==> config.mk <==
export PLATFORM = sky130hd
export DESIGN_NAME = inst_seq_flat
export DESIGN_NICKNAME = d
export VERILOG_FILES = /design/src/rtl/inst_seq_if.sv /design/src/rtl/inst_seq.sv /design/src/flat_wrapper.sv
export SDC_FILE = /design/constraint.sdc
export NUM_CORES = 1
export LEC_CHECK = 0
export CAP_MARGIN = 20
export CORE_MARGIN = 10
export CORE_UTILIZATION = 30
export CTS_BUF_LIST = sky130_fd_sc_hd__clkbuf_4 sky130_fd_sc_hd__clkbuf_8 sky130_fd_sc_hd__clkbuf_16
export DETAILED_ROUTE_END_ITERATION = 7
export GPL_ROUTABILITY_DRIVEN = 0
export PLACE_DENSITY = 0.42
export SLEW_MARGIN = 20
export SYNTH_ARGS = -nofsm -noshare
export SYNTH_HDL_FRONTEND = slang
export SYNTH_SLANG_ARGS = --single-unit
==> constraint.sdc <==
create_clock -name clk -period 4.2 [get_ports clk]
set_input_delay 0.84 -clock clk [delete_from_list [all_inputs] [get_ports clk]]
set_output_delay 0.84 -clock clk [all_outputs]
set_load 0.1 [all_outputs]
==> src/rtl/inst_seq_if.sv <==
// Bus bundle for the instruction sequencer.
//   master side (program loader / controller) drives:
//     inst_in_v, inst_in  - program-load strobe and instruction word
//     clear, start        - discard program / begin execution
//     loop_cnt            - number of program passes
//     hold                - stall issue while the data memory is busy
//   slave side (inst_seq) drives:
//     inst_v, inst        - issued instruction to the data memory
//     rden, wben          - data-memory read / write-back enables
//     busy, done, err     - status (done is a one-cycle pulse, err is sticky)
`ifndef INST_WIDTH
`define INST_WIDTH 24
`endif

interface inst_seq_if;
  logic                   inst_in_v;
  logic [`INST_WIDTH-1:0] inst_in;
  logic                   clear;
  logic                   start;
  logic [7:0]             loop_cnt;
  logic                   hold;
  logic                   inst_v;
  logic [`INST_WIDTH-1:0] inst;
  logic                   rden;
  logic                   wben;
  logic                   busy;
  logic                   done;
  logic                   err;

  modport master (
    output inst_in_v, inst_in, clear, start, loop_cnt, hold,
    input  inst_v, inst, rden, wben, busy, done, err
  );

  modport slave (
    input  inst_in_v, inst_in, clear, start, loop_cnt, hold,
    output inst_v, inst, rden, wben, busy, done, err
  );
endinterface

==> src/rtl/inst_seq.sv <==
// Instruction sequencer: holds a small program loaded word by word while
// idle, then replays it to the data memory one instruction per cycle
// (stallable by hold), raising a write-back enable WB_LAT cycles after each
// issue and pulsing done once the last write-back has been signalled.
//
// Ports:
//   clk    - single clock, rising edge
//   rst_n  - asynchronous active-low reset
//   bus    - inst_seq_if.slave: load/clear/start/loop_cnt/hold inputs,
//            inst_v/inst/rden/wben/busy/done/err outputs
//
// Build option: define INST_SEQ_LOOP_EN to honour loop_cnt (multi-pass
// replay). Without it the program is replayed exactly once per start and
// loop_cnt is ignored.
`ifndef INST_WIDTH
`define INST_WIDTH 24
`endif

module inst_seq #(
  parameter int IM_DEPTH      = 64,
  parameter int IM_ADDR_WIDTH = 6,
  parameter int WB_LAT        = 6
) (
  input logic        clk,
  input logic        rst_n,
  inst_seq_if.slave  bus
);

  localparam int IW = `INST_WIDTH;
  localparam logic [IM_ADDR_WIDTH:0] DEPTH_C = (IM_ADDR_WIDTH+1)'(IM_DEPTH);

  typedef enum logic [1:0] {IDLE, RUN, DRAIN} state_t;

  state_t state, state_next;

  logic [IW-1:0]            im [0:IM_DEPTH-1];
  logic [IM_ADDR_WIDTH-1:0] wr_ptr;
  logic [IM_ADDR_WIDTH-1:0] rd_ptr;
  logic [IM_ADDR_WIDTH:0]   count;

  logic                     inst_v_r;
  logic [IW-1:0]            inst_r;
  logic                     rden_r;
  logic                     done_r;
  logic                     err_r;
  logic [WB_LAT-1:0]        wb_sr;
  logic [WB_LAT:0]          wb_pipe;

  logic is_idle, do_clear, do_start, load_ok, load_err;
  logic issue, last_entry, last_pass, drain_empty;
  logic busy_c, done_set;

  assign is_idle  = (state == IDLE);
  // clear has priority over start and over a simultaneous load
  assign do_clear = bus.clear && is_idle;
  assign do_start = bus.start && is_idle && !bus.clear && (count != '0);
  assign load_ok  = bus.inst_in_v && is_idle && !bus.clear && (count < DEPTH_C);
  assign load_err = bus.inst_in_v && !do_clear && (!is_idle || (count == DEPTH_C));

  assign issue      = (state == RUN) && !bus.hold;
  assign last_entry = ({1'b0, rd_ptr} == (count - 1'b1));

  // wb_pipe[0] is the live inst_v; the DRAIN exit looks one cycle ahead so
  // that done coincides with the first cycle after the final wben.
  assign wb_pipe     = {wb_sr, inst_v_r};
  assign drain_empty = ~|wb_pipe[WB_LAT-1:0];

`ifdef INST_SEQ_LOOP_EN
  logic [7:0] pass;
  logic [7:0] eff_loops;

  always_ff @(posedge clk or negedge rst_n) begin
    if (!rst_n) begin
      pass      <= '0;
      eff_loops <= 8'd1;
    end else if (do_start) begin
      pass      <= '0;
      eff_loops <= (bus.loop_cnt == 8'd0) ? 8'd1 : bus.loop_cnt;
    end else if (issue && last_entry && !last_pass) begin
      pass <= pass + 8'd1;
    end
  end

  assign last_pass = (pass == (eff_loops - 8'd1));
`else
  logic unused_loop_cnt;
  assign unused_loop_cnt = ^bus.loop_cnt;
  assign last_pass       = 1'b1;
`endif

  // FSM: state register
  always_ff @(posedge clk or negedge rst_n) begin
    if (!rst_n) state <= IDLE;
    else        state <= state_next;
  end

  // FSM: next-state logic
  always_comb begin
    state_next = state;
    case (state)
      IDLE:    if (do_start) state_next = RUN;
      RUN:     if (issue && last_entry && last_pass) state_next = DRAIN;
      DRAIN:   if (drain_empty) state_next = IDLE;
      default: state_next = IDLE;
    endcase
  end

  // FSM: outputs
  always_comb begin
    busy_c   = (state != IDLE);
    done_set = (state == DRAIN) && drain_empty;
  end

  always_ff @(posedge clk or negedge rst_n) begin
    if (!rst_n) done_r <= 1'b0;
    else        done_r <= done_set;
  end

  // Program load bookkeeping
  always_ff @(posedge clk or negedge rst_n) begin
    if (!rst_n) begin
      wr_ptr <= '0;
      count  <= '0;
      err_r  <= 1'b0;
    end else if (do_clear) begin
      wr_ptr <= '0;
      count  <= '0;
      err_r  <= 1'b0;
    end else begin
      if (load_ok) begin
        wr_ptr <= wr_ptr + 1'b1;
        count  <= count + 1'b1;
      end
      if (load_err) err_r <= 1'b1;
    end
  end

  // Program storage is deliberately left out of reset
  always_ff @(posedge clk) begin
    if (load_ok) im[wr_ptr] <= bus.inst_in;
  end

  // Issue stage and write-back delay line
  always_ff @(posedge clk or negedge rst_n) begin
    if (!rst_n) begin
      inst_v_r <= 1'b0;
      rden_r   <= 1'b0;
      inst_r   <= '0;
      rd_ptr   <= '0;
      wb_sr    <= '0;
    end else begin
      inst_v_r <= issue;
      rden_r   <= issue;
      if (do_start) begin
        rd_ptr <= '0;
      end else if (issue) begin
        inst_r <= im[rd_ptr];
        rd_ptr <= last_entry ? '0 : (rd_ptr + 1'b1);
      end
      wb_sr <= wb_pipe[WB_LAT-1:0];
    end
  end

  assign bus.inst_v = inst_v_r;
  assign bus.inst   = inst_r;
  assign bus.rden   = rden_r;
  assign bus.wben   = wb_sr[WB_LAT-1];
  assign bus.busy   = busy_c;
  assign bus.done   = done_r;
  assign bus.err    = err_r;

endmodule

==> src/flat_wrapper.sv <==
// flat-port wrapper written by rule: the top's interface ports become plain ports
module inst_seq_flat 
#(
  parameter int IM_DEPTH      = 64,
  parameter int IM_ADDR_WIDTH = 6,
  parameter int WB_LAT        = 6
)
  (clk, rst_n, bus_inst_in_v, bus_inst_in, bus_clear, bus_start, bus_loop_cnt, bus_hold, bus_inst_v, bus_inst, bus_rden, bus_wben, bus_busy, bus_done, bus_err);
  inst_seq_if bus_i ();
  input logic clk;
  input logic rst_n;
  input wire logic [$bits(bus_i.inst_in_v)-1:0] bus_inst_in_v;
  input wire logic [$bits(bus_i.inst_in)-1:0] bus_inst_in;
  input wire logic [$bits(bus_i.clear)-1:0] bus_clear;
  input wire logic [$bits(bus_i.start)-1:0] bus_start;
  input wire logic [$bits(bus_i.loop_cnt)-1:0] bus_loop_cnt;
  input wire logic [$bits(bus_i.hold)-1:0] bus_hold;
  output wire logic [$bits(bus_i.inst_v)-1:0] bus_inst_v;
  output wire logic [$bits(bus_i.inst)-1:0] bus_inst;
  output wire logic [$bits(bus_i.rden)-1:0] bus_rden;
  output wire logic [$bits(bus_i.wben)-1:0] bus_wben;
  output wire logic [$bits(bus_i.busy)-1:0] bus_busy;
  output wire logic [$bits(bus_i.done)-1:0] bus_done;
  output wire logic [$bits(bus_i.err)-1:0] bus_err;
  assign bus_i.inst_in_v = bus_inst_in_v;
  assign bus_i.inst_in = bus_inst_in;
  assign bus_i.clear = bus_clear;
  assign bus_i.start = bus_start;
  assign bus_i.loop_cnt = bus_loop_cnt;
  assign bus_i.hold = bus_hold;
  assign bus_inst_v = bus_i.inst_v;
  assign bus_inst = bus_i.inst;
  assign bus_rden = bus_i.rden;
  assign bus_wben = bus_i.wben;
  assign bus_busy = bus_i.busy;
  assign bus_done = bus_i.done;
  assign bus_err = bus_i.err;
  inst_seq #(.IM_DEPTH(IM_DEPTH), .IM_ADDR_WIDTH(IM_ADDR_WIDTH), .WB_LAT(WB_LAT)) u_core (.clk(clk), .rst_n(rst_n), .bus(bus_i));
endmodule
Word-level counts from Yosys, hierarchy flattened

Memory sizes are Yosys's and may differ from the RTL's. A register that Yosys moved wholly into a read port is not among the register bits.
Index checks and enable logic that the tools add are counted.

Register bits after elaboration: 30
Bits in latches: 0
Bits in writable memories: 1536
Bits in read-only memories: 0
Input port bits: 38
Output and inout bits: 30
Logic and storage cells: 65
Memories kept: 1

$add $sub $neg: 4
$mul: 0
Div/mod/pow operators: 0
Magnitude comparators: 1
Equality and inequality tests: 7
Shifts and indexed selects: 0
Multiplexer cells: 15
Bitwise gates (word level): 1
Reductions and logical operators: 28

Memories:

| name      | words | width | rd ports | clocked after memory_dff | write ports | RTL line       | RTL |
|---|---|---|---|---|---|---|---|
| u_core.im | 64    | 24    | 1        | 1                        | 1           | inst_seq.sv:36 | `logic [IW-1:0] im [0:IM_DEPTH-1];` |

Operator list:

| operator                                           | count |
|---|---|
| two-way mux 6 bit                                  | 5 |
| two-way mux 7 bit                                  | 2 |
| adder 6 x 1 -> 6 bit (second input constant)       | 2 |
| logical AND 1 bit                                  | 12 |
| nonzero test 2 bit                                 | 4 |
| adder 7 x 1 -> 7 bit (second input constant)       | 1 |
| == test 6 x 7 -> 1 bit                             | 1 |
| == test 7 bit (second input constant)              | 1 |
| less-than comparator 7 bit (second input constant) | 1 |
| nonzero test 7 bit                                 | 1 |
| subtractor 7 x 1 -> 7 bit (second input constant)  | 1 |
| zero test 1 bit                                    | 6 |
| two-way mux 2 bit                                  | 3 |
| != test 2 bit (second input constant)              | 3 |
| case mux 2 bit (3 select lines)                    | 1 |
| OR reduction 6 bit                                 | 1 |
| two-way mux 1 bit                                  | 4 |
| AND reduction 3 bit                                | 1 |
| == test 2 x 1 -> 1 bit (second input constant)     | 1 |
| == test 2 bit (second input constant)              | 1 |
| zero test 2 bit                                    | 1 |
| AND reduction 2 bit                                | 1 |
| logical OR 1 bit                                   | 1 |
| inverter 1 bit                                     | 1 |

Longest topological paths before layout

Depth after elaboration: 7
Gate-level depth with buffers: 10
Depth with buffers taken out: 7

Least setup slack after synthesis

OpenSTA, ideal clock, no wires.

Path kind: input to register
From: input port bus_clear
To: memory u_core.im[31][0] in the netlist's numbering, enable pin
Library setup time: 405 ps
Arrival: 3148 ps
Required time: 3795 ps
Slack: 648 ps
Stages on the path: 5
Buffers on the path: 2
Cell sequence: or4b_1 -> buf_2 -> or4_1 -> buf_2 -> nor2_1

Word-level cells in the longest chain between the ends: 5

RTL lines:

| what                                    | RTL line           | RTL |
|---|---|---|
| start: declaration                      | flat_wrapper.sv:14 | `input wire logic [$bits(bus_i.clear)-1:0] bus_clear;` |
| zero test 1 bit                         | inst_seq.sv:57     | `assign load_ok = bus.inst_in_v && is_idle && !bus.clear && (count < DEPTH_C);` |
| logical AND 1 bit (2 in series)         | inst_seq.sv:57     |  |
| two-way mux 1 bit                       | inst_seq.sv:140    | `if (load_ok) im[wr_ptr] <= bus.inst_in;` |
| two-way mux 1 bit (implied by the code) | inst_seq.sv:140    |  |
| end: declaration                        | inst_seq.sv:36     |  |

No other way between the ends.

Worst setup path after layout

From: register u_core.inst_r[10] (netlist: u_core.bus.inst[10]) (read register of u_core.im)
To: output port bus_inst[10]

RTL lines:

| what               | RTL line           | RTL |
|---|---|---|
| start: declaration | inst_seq.sv:42     | `logic [IW-1:0] inst_r;` |
| end: declaration   | flat_wrapper.sv:19 | `output wire logic [$bits(bus_i.inst)-1:0] bus_inst;` |

No word-level cell between the ends.

==> run_results.csv <==
group,metric,value,unit
logic_synthesis,synth_top_family_by_area,"multiplexers",
logic_synthesis,synth-adder-area-share,0.102,%
die,dieHeight,472,µm
die,dieArea,223000,µm²
timing,max_freq,0.294,GHz
global_routing,gr-total-overflow,0,
timing,hold_slack,0.0915,ns
pwr,p_leak,23.0,nW
clock_tree,htree_levels,4,
pwr,seq_power_share,40.1,%
timing,grt_setup_unrepaired,"no",
critical_path,path_delay_family,"buffers and inverters",
logic_synthesis,muxShareOfSynthArea,14.5,%
logic_synthesis,synth-simple-area-share,1.97,%
critical_path,cp.required,3.36,ns
finish,mostFrequentLayoutCell,"edfxtp_1",
global_routing,grt_pass1_vias,31092,
critical_path,crit_arrival,2.57,ns
critical_path,crit_buf_inv,1,
clock_tree,cts_sinks,1590,
routing,firstDrtPassIters,5,
outcome,status,"finished clean",
routing,antenna_left,0,
timing,tightest_slew,1.22,ns
pwr,power.switching,14.2,mW
timing,timing.final.hold_violations,0,
logic_synthesis,yosysWarnings,0,
pwr,intPower,31.0,mW
clock_tree,cts_root_buf,"clkbuf_16",
global_routing,grt_usage,15.6,%
clock_tree,cts-resized-gates,0,
logic_synthesis,syn-num-nets,2970,
critical_path,critical_path.max_fanout,2,
critical_path,crit_slowest_cell,"clkdlybuf4s50_1",
logic_synthesis,ys_seq_area_share,77.4,%
place,portBuffers,59,
logic_synthesis,synth_edf_count,1536,
finish,drive_gt1_share,28.3,%
timing,finalCritPeriodShare,81.1,%
finish,layout_common_cells,"1536 x edfxtp_1, 288 x mux4_2, 216 x mux2i_1",
logic_synthesis,syn_inst,2927,
logic_synthesis,synth-xor-area-share,0.300,%
clock_tree,clk_latency,0.82,ns
die,start_util,30.3,%
pwr,combPwrFrac,26.6,%
routing,first_iter_violations,2754,
logic_synthesis,synth-async-reset-ratio,3.40,%
routing,avgViaCountPerCell,5.00,
pwr,powerDensity,621,nW/µm²
pwr,pwr-share-clk,33.3,%
timing,setup_tns,0,ns
routing,num_vias,30183,
logic_synthesis,ys_types,55,
clock_tree,cts_hold_buf,0,
global_routing,grt_antenna_before_repair,16,
finish,area_growth,18.5,%
critical_path,crit_type,"flip-flop to output pin",
job,cap_violations,0,
die,num_io_pins,68,
global_routing,grt_pass1_wl,248000,µm
pwr,vdd_drop_max,0.511,mV
finish,nNetsFinal,3258,
timing,finalMaxSlewViolations,0,
critical_path,cp-start-kind,"flip-flop",
logic_synthesis,netlist_area,61300,µm²
clock_tree,cts_tree,"built",
routing,wl_per_cell,29.4,µm
logic_synthesis,ys_ff_latch,1590,
timing,slew_headroom,18.3,%
clock_tree,cts_buffer_depth,3,
logic_synthesis,ys.flop_type,"edfxtp_1",
critical_path,crit_chain,"clkdlybuf4s50_1",
critical_path,ff2ff_setup_slack,0.94,ns
worst_hold_path,hold_path_class,"input port to asynchronous set/reset pin",
timing,timing.final.crit_period,3.41,ns
logic_synthesis,synth-compound-area-share,4.03,%
pwr,swShare,31.4,%
timing,setup_viol,0,
die,die_width,472,µm
clock_tree,cts-buffers-inserted,175,
global_routing,grt_start_max_net_pins,119,
die,rows,165,
clock_tree,post-cts-setup-buffers,0,
finish,regArea,47500,µm²
die,core_area,203000,µm²
critical_path,endpoint_kind,"output pin",
finish,nFillCells,18653,
critical_path,max_stage_delay,1.23,ns
timing,fin_skew,0.0289,ns
clock_tree,clkSlewWorstSetupHoldPaths,0.06,ns
logic_synthesis,synth.avg_cell_area,21.0,µm²
finish,multiInputGateArea,13100,µm²
routing,drt-total-wl,178000,µm
routing,drt_drc_violations_left,0,
place,hpwlAfterDp,114000,µm
-- registers in the layout, summed over array words and instances, names as in the netlist --
signal,count
u_core.bus.done,1
u_core.bus.err,1
u_core.state,2
u_core.wb_sr,6
u_core.bus.inst_v,1
u_core.rd_ptr,6
u_core.wr_ptr,6
u_core.count,7
u_core.bus.inst,24
u_core.im,1536
-- cell type report --
class | instances | area share (%)
antenna | 8 | 0.0275
inverter | 8 | 0.0482
multi-input combinational | 1153 | 18.0
clock buffer | 229 | 6.66
timing repair buffer | 287 | 4.18
clock inverter | 89 | 1.16
sequential | 1590 | 65.3
tap | 2672 | 4.60
-- worst paths after layout --
check / start / cells after the start / to
worst min register to register: u_core.wb_sr[0] / 0 / u_core.wb_sr[1]
worst max register to register: u_core.rd_ptr[0] / 5 / u_core.bus.inst[14]
worst min-delay path: rst_n / 1 / u_core.bus.inst[7]
max in group asynchronous: rst_n / 2 / u_core.rd_ptr[2]
min in group clk: u_core.wb_sr[0] / 0 / u_core.wb_sr[1]
worst max-delay path: u_core.bus.inst[10] / 1 / bus_inst[10]
-- power groups by stage --
stage	clock network, mW	registers [mW]	logic (mW)
after floorplan	0	18.9	6.90
after global routing	16.1	18.1	12.7
after global placement	0	18.4	12.1
after detailed placement	0	18.4	12.2
after CTS	15.4	18.1	12.3
final	15.0	18.1	12.0
-- kinds of logic (layout without fill, tap and decap cells) --
kind of cell               Yosys count  count (layout)
AOI/OAI and AO/OA                  332             332
buffers and inverters              184             613
xor gates and xnor gates            21              21
adders and majority gates            5               5
and+or+nand+nor                    267             267
DFF                               1590            1590
muxes                              528             528
other                                0               8
-- stage by stage --
stage	instance area [µm²]	utilization, %	std cells	worst slack [ns]	power (mW)
3_3_place_gp	66900	33.0	5707	0.447	30.6
2_1_floorplan	61300	-	2927	0.648	25.8
5_1_grt	72700	35.8	6029	0.705	46.9
3_5_place_dp	66900	33.0	5708	0.461	30.7
4_1_cts	72600	35.8	6026	0.749	45.8
6_report	72700	35.9	6036	0.794	45.1
-- synth_stat cells, types with 13 or more instances --
library cell	count	area [µm²]
mux2i_1	216	2160
a22oi_1	48	360
o211ai_2	20	250
o22ai_1	48	300
o32a_1	24	240
o221ai_1	24	210
nand2_1	96	360
o21ai_0	48	240
buf_4	27	203
nor2b_1	28	175
buf_2	65	325
buf_6	13	146
dfrtp_1	54	1350
xor2_1	13	114
a211oi_1	50	375
nor2_1	89	334
mux4_2	288	6490
clkbuf_1	60	225
a21oi_1	28	140
a2111oi_0	24	210
edfxtp_1	1536	46100
mux2_2	24	270
-- per-layer routing --
| metal | global-route usage (%) | part of all wire [%] |
|---|---|---|
| met1 | 21.7 | 44 |
| met2 | 25.6 | 48 |
| met3 | 2.84 | 5.7 |
| met4 | 3.66 | 2.0 |
| met5 | 0 | 0 |
(Power assumes the default switching activity.)
